**config.mk**
```make
export PLATFORM = sky130hd
export DESIGN_NAME = relu_argmax
export DESIGN_NICKNAME = d
export VERILOG_FILES = /design/src/rtl/relu_argmax.sv
export SDC_FILE = /design/constraint.sdc
export NUM_CORES = 1
export LEC_CHECK = 0
export CAP_MARGIN = 0
export CORE_UTILIZATION = 57
export DETAILED_ROUTE_END_ITERATION = 10
export PLACE_DENSITY = 0.87
export SYNTH_ARGS = -nofsm -noshare
export SYNTH_HDL_FRONTEND = slang
export SYNTH_SLANG_ARGS = --single-unit
```
**constraint.sdc**
```tcl
create_clock -name clk -period 8.3 [get_ports clk]
set_input_delay 1.66 -clock clk [delete_from_list [all_inputs] [get_ports clk]]
set_output_delay 1.66 -clock clk [all_outputs]
set_load 0.01 [all_outputs]
```
**src/rtl/relu_argmax.sv**
```systemverilog
// ReLU + argmax classification stage: captures one vector, clamps negatives, scans for the max.
// Optional SHUFFLE_SCAN_EN randomizes the scan start position with a 16-bit LFSR.
module relu_argmax #(
    parameter int OUTPUT_SIZE = 10,
    parameter int WIDTH       = 16,
    parameter int IDX_W       = $clog2(OUTPUT_SIZE)
) (
    input  logic             clk,
    input  logic             rst_n,
    input  logic             in_valid,
    output logic             in_ready,
    input  logic [WIDTH-1:0] in_data [OUTPUT_SIZE-1:0],
    output logic             out_valid,
    input  logic             out_ready,
    output logic [IDX_W-1:0] class_idx,
    output logic [WIDTH-1:0] max_val
);

    localparam logic [IDX_W-1:0] LAST_IDX = IDX_W'(OUTPUT_SIZE - 1);

    typedef enum logic [1:0] {
        ST_IDLE = 2'd0,
        ST_SCAN = 2'd1,
        ST_DONE = 2'd2
    } state_t;

    state_t           r_state;
    logic             r_in_ready;
    logic             r_out_valid;
    logic [IDX_W-1:0] r_class_idx;
    logic [WIDTH-1:0] r_max_val;
    logic [WIDTH-1:0] r_vec [OUTPUT_SIZE-1:0];
    logic [IDX_W-1:0] r_pos;
    logic [IDX_W-1:0] r_count;
    logic [WIDTH-1:0] r_best_val;
    logic [IDX_W-1:0] r_best_idx;

    logic             w_accept;
    logic [IDX_W-1:0] w_start;
    logic [WIDTH-1:0] w_elem;
    logic             w_take;
    logic [WIDTH-1:0] w_best_val_nxt;
    logic [IDX_W-1:0] w_best_idx_nxt;
    logic [IDX_W-1:0] w_pos_nxt;

    assign w_accept = (r_state == ST_IDLE) && r_in_ready && in_valid;

`ifdef SHUFFLE_SCAN_EN
    logic [15:0]      r_lfsr;
    logic             w_lfsr_fb;
    logic [IDX_W-1:0] w_lfsr_raw;

    assign w_lfsr_fb  = r_lfsr[15] ^ r_lfsr[13] ^ r_lfsr[12] ^ r_lfsr[10];
    assign w_lfsr_raw = r_lfsr[IDX_W-1:0];

    // Free-running Fibonacci LFSR (taps 16,14,13,11).
    always_ff @(posedge clk or negedge rst_n) begin
        if (!rst_n) begin
            r_lfsr <= 16'hACE1;
        end else begin
            r_lfsr <= {r_lfsr[14:0], w_lfsr_fb};
        end
    end

    // Fold the raw LFSR bits into the legal index range.
    always_comb begin
        w_start = w_lfsr_raw;
        if (int'(w_lfsr_raw) >= OUTPUT_SIZE) begin
            w_start = w_lfsr_raw - IDX_W'(OUTPUT_SIZE);
        end else begin
            w_start = w_lfsr_raw;
        end
    end
`else
    assign w_start = '0;
`endif

    // Best-so-far update; equal values keep the lower index so scan order never matters.
    always_comb begin
        w_elem = r_vec[r_pos];
        w_take = (r_count == '0) || (w_elem > r_best_val) ||
                 ((w_elem == r_best_val) && (r_pos < r_best_idx));
        if (w_take) begin
            w_best_val_nxt = w_elem;
            w_best_idx_nxt = r_pos;
        end else begin
            w_best_val_nxt = r_best_val;
            w_best_idx_nxt = r_best_idx;
        end
        if (r_pos == LAST_IDX) begin
            w_pos_nxt = '0;
        end else begin
            w_pos_nxt = r_pos + IDX_W'(1);
        end
    end

    // Vector capture with ReLU clamp applied on the way in.
    always_ff @(posedge clk or negedge rst_n) begin
        if (!rst_n) begin
            for (int i = 0; i < OUTPUT_SIZE; i++) begin
                r_vec[i] <= '0;
            end
        end else if (w_accept) begin
            for (int i = 0; i < OUTPUT_SIZE; i++) begin
                r_vec[i] <= in_data[i][WIDTH-1] ? '0 : in_data[i];
            end
        end
    end

    // Control FSM with registered handshake and result outputs.
    always_ff @(posedge clk or negedge rst_n) begin
        if (!rst_n) begin
            r_state     <= ST_IDLE;
            r_in_ready  <= 1'b0;
            r_out_valid <= 1'b0;
            r_class_idx <= '0;
            r_max_val   <= '0;
            r_pos       <= '0;
            r_count     <= '0;
            r_best_val  <= '0;
            r_best_idx  <= '0;
        end else begin
            case (r_state)
                ST_IDLE: begin
                    if (w_accept) begin
                        r_pos      <= w_start;
                        r_count    <= '0;
                        r_best_val <= '0;
                        r_best_idx <= '0;
                        r_in_ready <= 1'b0;
                        r_state    <= ST_SCAN;
                    end else begin
                        r_in_ready <= 1'b1;
                    end
                end
                ST_SCAN: begin
                    r_best_val <= w_best_val_nxt;
                    r_best_idx <= w_best_idx_nxt;
                    r_pos      <= w_pos_nxt;
                    r_count    <= r_count + IDX_W'(1);
                    if (r_count == LAST_IDX) begin
                        r_class_idx <= w_best_idx_nxt;
                        r_max_val   <= w_best_val_nxt;
                        r_out_valid <= 1'b1;
                        r_state     <= ST_DONE;
                    end
                end
                ST_DONE: begin
                    if (out_ready) begin
                        r_out_valid <= 1'b0;
                        r_in_ready  <= 1'b1;
                        r_state     <= ST_IDLE;
                    end
                end
                default: begin
                    r_state     <= ST_IDLE;
                    r_in_ready  <= 1'b0;
                    r_out_valid <= 1'b0;
                end
            endcase
        end
    end

    assign in_ready  = r_in_ready;
    assign out_valid = r_out_valid;
    assign class_idx = r_class_idx;
    assign max_val   = r_max_val;

endmodule

```
==> run summary <==
outcome: completed
Worst-Margin Slew: 1.18 ns
post_cts resized: 0
Post-Synth Simple-Gate Area: 0.193
nets: 1347
Seq pwr share: 0.356
net switching component of the power: 2170 uW
Worst EP arrival: 5.63 ns
power per cell area: 409 mW/mm^2
XOR/XNOR Fraction of Synth Area: 0.000868
I/O Buffers: 185
Worst-Skew Late Latency: 0.50 ns
DR pass1 iterations: 5
Ys Warns: 0
die height: 135 microns
switching share of power: 0.418
drt drc: 0
HP Class: flip-flop to flip-flop
final design utilization: 0.733
Max rail drop VDD: 0.436 mV
Worst R2R Path Depth: 12
largest family of logic cells by synthesized area: simple AND/OR/NAND/NOR gates
hold-critical path depth: 2
CTS H-tree depth: 1
ys async rst share: 1.00
Post-synth EDFFs: 0
area of the die: 0.0182 sq mm
Die X: 135 microns
Critical Path Slowest Stage Cell: nor2_2
Main synth FF type: dfrtp_1
final setup TNS: 0 ns
Worst Skew: 0.0103 ns
Final Hold Viols: 0
register bit total from synthesis: 202
crit-path max cell delay: 0.83 ns
Worst setup SP type: flip-flop
slew margin rel.: 0.211
Cells after Synth: 1019
post-synthesis sequential area ratio: 0.501
DR WL/cell: 19.3 microns
synthesized area: 0.0101 sq mm
Setup CP Type: flip-flop to flip-flop
post-synth cell types: 42
total grt overflow: 0
post-layout min period: 5.20 ns
area growth from synthesis to layout: 25.6%
Comb pwr share: 0.448
row cnt: 48
Max Freq: 192 MHz
pre-CTS WS: 3.18 ns
CTS Hold Bufs: 0
Vias/cell: 5.82
clock tree from TritonCTS: yes
Syn Nets: 1206
clock share of power: 0.196
Fillers: 1159
Post-Synth Adder-Cell Area: 0.0285
final wirelength: 27.0 mm
Initial Utilization: 0.583
share of cells above drive strength 1: 0.0809
final worst-path cycle share: 0.627
crit-path cells: buf_4 > mux4_2 > a22oi_1 > o21ai_0 > ha_1 > nand4b_4 > nor4_4 > o211ai_1 > a21boi_1 > o21a_1 > nor2_2 > a22o_1
syn_area_per_cell: 9.90 sq um
Final Setup Violations: 0
initial antenna violation count: 0
number of global-route vias before repair: 8037
RD Place Congestion: 0.946
setup bufs post-CTS: 0
Leakage: 0.00548 uW
Detailed Route Iter0 Violations: 795
post-synthesis mux area share: 0.0818
first-pass GRT wire length: 43.6 mm
Crit. End Element: flip-flop
Max Cap Viol: 0
HPWL Detailed: 19.6 mm
Reg clk slew, reported paths: 0.07 ns
number of diodes: 0
CTS buffer count: 21
max-slew violations: 0
Core Area: 0.0173 sq mm
CP required: 8.72 ns
Critical Path Fanout Max: 39
fin worst setup slack: 3.10 ns
Root Buffer Master: clkbuf_16
Synth Area in Compound Gates: 0.151
DRT antenna net count: 0
largest net degree at the start of global routing: 309
Sink Count: 202
Internal: 3020 uW
Via Count: 8147
clock tree buffer depth: 3
GRT Util Overall: 0.314
IO Pins: 186
unrepaired setup endpoints after global routing: false
## cells in the mapped netlist, types with 2 or more instances
cell | instances | share of area
a21o_1 | 3 | 0.0022
a21oi_1 | 14 | 0.0069
a22o_1 | 19 | 0.016
a22oi_1 | 15 | 0.011
and2_1 | 2 | 0.0012
buf_2 | 11 | 0.0055
buf_4 | 6 | 0.0045
buf_6 | 6 | 0.0067
clkbuf_1 | 45 | 0.017
clkbuf_2 | 2 | 0.00099
dfrtp_1 | 202 | 0.50
ha_1 | 23 | 0.029
inv_1 | 23 | 0.0086
mux2i_1 | 15 | 0.015
mux4_2 | 30 | 0.067
nand2_1 | 183 | 0.068
nand2b_1 | 154 | 0.095
nand3_1 | 6 | 0.0030
nand4_1 | 4 | 0.0025
nor2_1 | 15 | 0.0056
nor2_2 | 11 | 0.0068
nor2b_1 | 2 | 0.0012
nor3_1 | 2 | 0.00099
o211ai_1 | 2 | 0.0015
o21a_1 | 2 | 0.0015
o21ai_0 | 184 | 0.091
o21ai_1 | 21 | 0.010
o21ai_2 | 3 | 0.0026
## flip-flops by register name, indices dropped and copies added (netlist names)
signal and count:
in_ready 1, r_best_val 16, r_state 2, out_valid 1, class_idx 4, r_best_idx 4
r_count 4, r_pos 4, r_vec 150, max_val 16
## routing by layer
layer,global-route usage,part of all wire
met5,0,0
met4,0.138,0.046
met3,0.0563,0.086
met2,0.504,0.47
met1,0.422,0.40
## power groups by stage
stage	registers, uW	clock network (uW)	logic, uW
after floorplan	1650	0	1840
after global placement	1820	0	2210
after detailed placement	1840	0	2280
after CTS	1830	1020	2310
after global routing	1880	1060	2580
final	1850	1020	2330
## area by class of cell
| type | instances | area [sq um] | area share |
|---|---|---|---|
| Clock buffer | 26 | 584 | 0.0461 |
| Inverter | 23 | 86.3 | 0.00681 |
| Tap cell | 225 | 282 | 0.0222 |
| Sequential cell | 202 | 5060 | 0.399 |
| Multi-Input combinational cell | 723 | 4600 | 0.363 |
| Timing Repair Buffer | 189 | 1900 | 0.150 |
| Clock inverter | 12 | 169 | 0.0133 |
## final timing paths
kind / from / endpoint / slack, ns
worst max-delay path: r_pos[0]$_DFFE_PN0P_ / r_best_val[14]$_DFFE_PN0P_ / 3.10
worst min-delay path: r_vec[136]$_DFFE_PN0P_ / r_vec[136]$_DFFE_PN0P_ / 0.48
worst max register to register: r_pos[0]$_DFFE_PN0P_ / r_best_val[14]$_DFFE_PN0P_ / 3.10
worst min register to register: r_vec[136]$_DFFE_PN0P_ / r_vec[136]$_DFFE_PN0P_ / 0.48
max in group asynchronous: rst_n / r_vec[138]$_DFFE_PN0P_ / 5.38
min in group asynchronous: rst_n / r_vec[9]$_DFFE_PN0P_ / 1.29
## critical path: cells and delay by family (launching register included)
| kind | cells | cell delay [ns] |
|---|---|---|
| compound gates | 6 | 1.47 |
| flops | 1 | 0.59 |
| mux | 1 | 0.60 |
| simple gates | 3 | 1.37 |
| buf+inv | 1 | 0.63 |
| fa+ha+maj | 1 | 0.43 |
## through the flow
stage	power [uW]	cell area [sq um]	hold WS, ns	std cells
2_1_floorplan	3500	10100	0.445	1019
3_3_place_gp	4030	11900	0.455	1362
3_5_place_dp	4110	11900	0.466	1362
5_1_grt	5510	12700	0.499	1400
6_report	5190	12700	0.481	1400
4_1_cts	5150	12700	0.484	1400
## logic make-up (layout without fill, tap and decap cells)
family / Yosys count / in the layout
compound gates: 270 / 270
xor+xnor: 1 / 1
fa+ha+maj: 23 / 23
buf+inv: 94 / 250
flops: 202 / 202
mux: 45 / 45
simple gates: 384 / 384
## placed cells by master, fill, tap and decap left out, types with 3 or more instances in the layout
cell and n:
nor2_2 11, bufinv_16 4, nand2_1 183, mux2i_1 15, o21ai_1 21, inv_1 23
clkbuf_16 21, ha_1 23, clkinv_2 5, dfrtp_1 201, o21ai_0 184, nand2b_1 154
o21ai_2 3, mux4_2 30, nand3_1 6, a22oi_1 15, clkdlybuf4s50_1 184, a21oi_1 14
nor2_1 15, nand4_1 4, a21o_1 3, a22o_1 19, clkbuf_8 5, buf_4 3
Note: power is estimated with default switching activity, not from simulation.
